===== config.mk =====
export PLATFORM = sky130hd
export DESIGN_NAME = rom_scramble_copy
export DESIGN_NICKNAME = d
export VERILOG_FILES = /design/src/rtl/rsc_pkg.sv /design/src/rtl/bit_permute.sv /design/src/rtl/rom_scramble_copy.sv
export SDC_FILE = /design/constraint.sdc
export NUM_CORES = 1
export LEC_CHECK = 0
export BUFFER_PORTS_ARGS = -buffer_cell sky130_fd_sc_hd__buf_2
export CAP_MARGIN = 20
export CORE_MARGIN = 2
export CORE_UTILIZATION = 58
export CTS_CLUSTER_DIAMETER = 60
export CTS_CLUSTER_SIZE = 14
export DETAILED_ROUTE_END_ITERATION = 7
export PLACE_DENSITY = 0.85
export SLEW_MARGIN = 20
export SYNTH_ARGS = -nofsm -noshare
export SYNTH_HDL_FRONTEND = slang
export SYNTH_SLANG_ARGS = --single-unit

===== constraint.sdc =====
create_clock -name clk -period 3.9 [get_ports clk]
set_input_delay 0.78 -clock clk [delete_from_list [all_inputs] [get_ports clk]]
set_output_delay 0.78 -clock clk [all_outputs]
set_load 0.005 [all_outputs]

===== src/rtl/rsc_pkg.sv =====
// Shared types and constants for the ROM-to-RAM scrambling copy engine.
package rsc_pkg;

  typedef enum logic [2:0] {
    StIdle,
    StRd,
    StWr,
    StWrRel,
    StDone
  } state_e;

  localparam logic [1:0] MODE_PASS = 2'd0;
  localparam logic [1:0] MODE_ILV  = 2'd1;
  localparam logic [1:0] MODE_REV  = 2'd2;
  localparam logic [1:0] MODE_DILV = 2'd3;

endpackage


===== src/rtl/bit_permute.sv =====
// Combinational bit permutation: pass, interleave, bit-reverse or de-interleave.
module bit_permute
  import rsc_pkg::*;
#(
  parameter int unsigned WIDTH = 8
) (
  input  logic [1:0]       mode,
  input  logic [WIDTH-1:0] in,
  output logic [WIDTH-1:0] out
);

  logic [WIDTH-1:0] ilv;
  logic [WIDTH-1:0] dilv;
  logic [WIDTH-1:0] rev;

  // Interleave alternates bits taken from the low half and the high half of the input.
  for (genvar k = 0; k < WIDTH / 2; k++) begin : g_pair
    assign ilv[WIDTH-1-2*k]  = in[k];
    assign ilv[WIDTH-2-2*k]  = in[WIDTH-1-k];
    assign dilv[k]           = in[WIDTH-1-2*k];
    assign dilv[WIDTH-1-k]   = in[WIDTH-2-2*k];
  end

  for (genvar i = 0; i < WIDTH; i++) begin : g_rev
    assign rev[i] = in[WIDTH-1-i];
  end

  always_comb begin
    out = in;
    unique case (mode)
      MODE_PASS: out = in;
      MODE_ILV:  out = ilv;
      MODE_REV:  out = rev;
      MODE_DILV: out = dilv;
      default:   out = in;
    endcase
  end

endmodule


===== src/rtl/rom_scramble_copy.sv =====
// Copies a block of ROM words through a bit permutation into RAM, one word per ROM_LAT+2 cycles.
module rom_scramble_copy
  import rsc_pkg::*;
#(
  parameter int unsigned WIDTH   = 8,
  parameter int unsigned DEPTH   = 5,
  parameter int unsigned ROM_LAT = 1
) (
  input  logic             clk,
  input  logic             rst_n,
  input  logic             start,
  input  logic [1:0]       mode,
  input  logic [DEPTH-1:0] src_base,
  input  logic [DEPTH-1:0] dst_base,
  input  logic [DEPTH:0]   count,
  output logic             busy,
  output logic             done,
  output logic [DEPTH:0]   words_done,
  output logic [DEPTH-1:0] rom_addr,
  output logic             rom_cs_n,
  output logic             rom_oe_n,
  input  logic [WIDTH-1:0] rom_data,
  output logic [DEPTH-1:0] ram_addr,
  output logic             ram_cs_n,
  output logic             ram_oe_n,
  output logic             ram_ws_n,
  output logic [WIDTH-1:0] ram_wdata
);

  localparam int unsigned      LatW    = (ROM_LAT > 1) ? $clog2(ROM_LAT) : 1;
  localparam logic [LatW-1:0]  LatLast = LatW'(ROM_LAT - 1);
  localparam logic [LatW-1:0]  LatOne  = LatW'(1);
  localparam logic [DEPTH-1:0] PtrOne  = DEPTH'(1);
  localparam logic [DEPTH:0]   CntOne  = (DEPTH + 1)'(1);

  state_e           state_q;
  logic [1:0]       mode_q;
  logic [DEPTH-1:0] src_q, dst_q;
  logic [DEPTH:0]   count_q, words_done_q;
  logic [LatW-1:0]  lat_q;
  logic             busy_q, done_q;
  logic [DEPTH-1:0] rom_addr_q, ram_addr_q;
  logic             rom_cs_n_q, rom_oe_n_q, ram_cs_n_q, ram_ws_n_q;
  logic [WIDTH-1:0] ram_wdata_q;
  logic [WIDTH-1:0] perm_data;
  logic [DEPTH:0]   words_done_inc;

  assign words_done_inc = words_done_q + CntOne;

  bit_permute #(
    .WIDTH(WIDTH)
  ) u_bit_permute (
    .mode(mode_q),
    .in  (rom_data),
    .out (perm_data)
  );

  always_ff @(posedge clk or negedge rst_n) begin
    if (!rst_n) begin
      state_q      <= StIdle;
      mode_q       <= MODE_PASS;
      src_q        <= '0;
      dst_q        <= '0;
      count_q      <= '0;
      words_done_q <= '0;
      lat_q        <= '0;
      busy_q       <= 1'b0;
      done_q       <= 1'b0;
      rom_addr_q   <= '0;
      ram_addr_q   <= '0;
      rom_cs_n_q   <= 1'b1;
      rom_oe_n_q   <= 1'b1;
      ram_cs_n_q   <= 1'b1;
      ram_ws_n_q   <= 1'b1;
      ram_wdata_q  <= '0;
    end else begin
      unique case (state_q)
        StIdle: begin
          if (start) begin
            mode_q       <= mode;
            src_q        <= src_base;
            dst_q        <= dst_base;
            count_q      <= count;
            words_done_q <= '0;
            busy_q       <= 1'b1;
            if (count == '0) begin
              state_q <= StDone;
              done_q  <= 1'b1;
            end else begin
              state_q    <= StRd;
              lat_q      <= '0;
              rom_addr_q <= src_base;
              rom_cs_n_q <= 1'b0;
              rom_oe_n_q <= 1'b0;
            end
          end
        end
        StRd: begin
          if (lat_q == LatLast) begin
            state_q     <= StWr;
            ram_wdata_q <= perm_data;
            ram_addr_q  <= dst_q;
            rom_cs_n_q  <= 1'b1;
            rom_oe_n_q  <= 1'b1;
            ram_cs_n_q  <= 1'b0;
            ram_ws_n_q  <= 1'b0;
          end else begin
            lat_q <= lat_q + LatOne;
          end
        end
        StWr: begin
          // Release WS while CS, address and data hold for one more cycle.
          state_q    <= StWrRel;
          ram_ws_n_q <= 1'b1;
        end
        StWrRel: begin
          words_done_q <= words_done_inc;
          src_q        <= src_q + PtrOne;
          dst_q        <= dst_q + PtrOne;
          ram_cs_n_q   <= 1'b1;
          if (words_done_inc == count_q) begin
            state_q <= StDone;
            done_q  <= 1'b1;
          end else begin
            state_q    <= StRd;
            lat_q      <= '0;
            rom_addr_q <= src_q + PtrOne;
            rom_cs_n_q <= 1'b0;
            rom_oe_n_q <= 1'b0;
          end
        end
        StDone: begin
          state_q <= StIdle;
          done_q  <= 1'b0;
          busy_q  <= 1'b0;
        end
        default: state_q <= StIdle;
      endcase
    end
  end

  assign busy       = busy_q;
  assign done       = done_q;
  assign words_done = words_done_q;
  assign rom_addr   = rom_addr_q;
  assign rom_cs_n   = rom_cs_n_q;
  assign rom_oe_n   = rom_oe_n_q;
  assign ram_addr   = ram_addr_q;
  assign ram_cs_n   = ram_cs_n_q;
  assign ram_oe_n   = 1'b1;
  assign ram_ws_n   = ram_ws_n_q;
  assign ram_wdata  = ram_wdata_q;

endmodule


==> impl_metrics.py <==
metrics = {
    "clocking": {
        "ctsHtreeMaxLevel": 2,
        "cts_tree": "done",
        "cts.sinks": 50,
        "cts.clk_slew.worst_paths_ns": 0.09,
        "cts_setup_buffers": 0,
        "cts-root-buf": "clkbuf_8",
        "clk_path_buf_depth": 2,
        "cts_buffers": 5,
        "cts_hold_buf": 0,
        "cts_resized": 0,
        "clk_latency_ns": 0.30,
    },
    "job": {
        "maxCapViolCount": 0,
    },
    "route": {
        "dr.pass1.iters": 4,
        "vias": 2139,
        "drc": 0,
        "drtIter0Drc": 189,
        "drt-total-wl_mm": 5.38,
        "drt-wirelength-per-cell_um": 13.9,
        "antenna_left": 0,
        "viasPerCell": 5.54,
    },
    "global_routing": {
        "antenna_found_initial": 0,
        "gr-usage-all-layers_pct": 23.5,
        "grt_start_max_net_pins": 51,
        "grt.overflow.total": 0,
        "grt_pass1_wl_mm": 9.16,
        "grt_pass1_vias": 1970,
    },
    "die": {
        "std_cell_rows": 24,
        "fp.dieH_um": 70.6,
        "die_w_um": 70.6,
        "core_area_mm2": 0.00432,
        "die_area_mm2": 0.00498,
        "io_pins": 60,
        "start_util_pct": 59.4,
    },
    "synth": {
        "synth.net_count": 314,
        "synthArstFlopShare_pct": 100,
        "avgSynthCellArea_um2": 9.11,
        "synth-seq-area-share_pct": 48.9,
        "yosysWarningCount": 0,
        "synthCells": 282,
        "synth-edff-count": 0,
        "synth_area_mm2": 0.00257,
        "synth-seq-cells": 50,
        "synth_flop_cell": "dfrtp_1",
        "ys_types": 39,
    },
    "timing": {
        "fin_crit_sh_pct": 57.7,
        "setup-tns-final_ns": 0,
        "hold_violations": 0,
        "finalSetupViolCount": 0,
        "relSlewSlack_pct": 43.5,
        "worst_slew_pin_slew_ns": 0.845,
        "fin_crit_ns": 2.25,
        "slew_viol_final": 0,
        "skew_ns": 0.00742,
        "fmax_ghz": 0.444,
        "holdWs_ns": 0.463,
        "fin_ws_ns": 1.65,
        "rsz0062_at_grt": "no",
    },
    "power_and_ir_drop": {
        "finalPower_mw": 2.42,
        "leakage_nw": 1.44,
        "peakVddDrop_uv": 499,
        "p_per_area_mw_per_mm2": 817,
    },
    "critical_path": {
        "cp_cell_sequence": "buf_2 -> nor3b_2 -> and2_1 -> nor2_1 -> o21ai_0 -> o41ai_1",
        "slowest_delay_ns": 0.62,
        "cp.required_ns": 4.07,
        "crit_arrival_ns": 2.42,
        "critPathLaunchType": "primary input",
        "cp_slowest_cell": "and2_1",
        "crit_path_end_kind": "register",
        "worst-setup-path-type": "in -> reg",
        "path_max_fanout": 18,
    },
    "finish": {
        "drive_gt1_share_pct": 23.4,
        "layout_common_cells": "71 x nand2_1, 57 x buf_2, 47 x dfrtp_1, 25 x nor2_1, 22 x o21ai_0",
        "diodes": 0,
        "area_delta_synth_final_pct": 15.4,
        "final_util_pct": 68.6,
        "final_common_cell": "nand2_1",
        "nets": 365,
    },
    "placed_design": {
        "dp_hpwl_mm": 3.80,
        "routabilityCongestion": 0.847,
        "pre_cts_ws_ns": 1.35,
        "io_buffers": 58,
    },
    "worst_hold_path": {
        "hold_path.class": "reg -> reg",
    },
    "run_status": {
        "status": "finished clean",
    },
}
==> critical path, delay by kind of cell <==
| family | cells | cell delay, ns |
|---|---|---|
| AO/OA/AOI/OAI | 2 | 0.35 |
| buffers and inverters | 1 | 0.10 |
| AND/OR/NAND/NOR | 3 | 1.18 |
==> flip-flops by register name, summed over array words and instances, names as in the netlist, 2 cells and up <==
| register | count |
|---|---|
| state_q | 3 |
| ram_addr | 5 |
| mode_q | 2 |
| src_q | 5 |
| ram_wdata | 8 |
| words_done | 6 |
| rom_addr | 5 |
| dst_q | 5 |
| count_q | 6 |
==> area by class of cell <==
cell class | instances | area (um2)
Fill cell | 331 | 1360
Sequential cell | 50 | 1250
Multi-Input combinational cell | 209 | 1210
Timing Repair Buffer | 58 | 293
Clock buffer | 7 | 76.3
Tap cell | 52 | 65.1
Inverter | 9 | 33.8
Clock inverter | 1 | 30.0
==> synth_stat cells (3+ instances only) <==
cell,n,area share [%]
buf_2,5,0.97
clkbuf_1,6,0.88
o221ai_1,4,1.4
mux4_2,4,3.5
mux2i_1,7,2.7
ha_1,3,1.5
nor2_1,25,3.7
xnor2_1,8,2.7
nand2_1,71,10
nand3_1,15,2.9
dfstp_2,3,3.1
a31oi_1,3,0.73
inv_1,9,1.3
dfrtp_1,47,46
o21ai_0,22,4.3
a21oi_1,14,2.7
xor2_1,5,1.7
==> per-layer routing <==
| metal | wire length (um) | up-vias | part of all wire (%) | track usage (%) |
|---|---|---|---|---|
| met5 | 0 | - | 0 | 0 |
| met4 | 85 | 0 | 1.6 | 7.55 |
| met3 | 239 | 8 | 4.4 | 4.84 |
| met2 | 2600 | 52 | 48 | 38.9 |
| met1 | 2450 | 1008 | 46 | 31.4 |
| li1 | - | 1071 | - | - |
==> per-stage QoR <==
| step | instances | cell area, um2 |
|---|---|---|
| finish | 386 | 2970 |
| global placement | 378 | 2860 |
| global route | 386 | 2970 |
| detailed placement | 378 | 2860 |
| CTS | 386 | 2960 |
| floorplan | 282 | 2570 |
==> where the power goes <==
group          leakage, nW  switching [mW]  internal [mW]  total [mW]
Clock               0.0524           0.166          0.192       0.358
Combinational        0.782           0.585          0.479        1.06
Sequential           0.603           0.228          0.771       0.999
==> path summary, 6_finish.rpt <==
path                            startpoint             to  cells after the start  slack [ns]
worst max register to register  state_q[0]  words_done[5]                      5        1.65
worst min register to register    ram_cs_n       ram_cs_n                      2        0.46
worst min-delay path              ram_cs_n       ram_cs_n                      2        0.46
max in group asynchronous            rst_n  words_done[1]                      1        3.00
min in group asynchronous            rst_n    rom_addr[0]                      1        0.48
worst max-delay path                 start  words_done[5]                      6        1.65
==> cell families after synthesis <==
| kind of cell | Yosys count | synth area share, % |
|---|---|---|
| compound gates | 55 | 13.2 |
| xor+xnor | 13 | 4.43 |
| fa+ha+maj | 3 | 1.46 |
| buf+inv | 23 | 3.94 |
| flops | 50 | 48.9 |
| mux | 13 | 7.11 |
| other cells | 1 | 0.146 |
| simple gates | 124 | 20.8 |
Power figures use the tool's default switching activity.
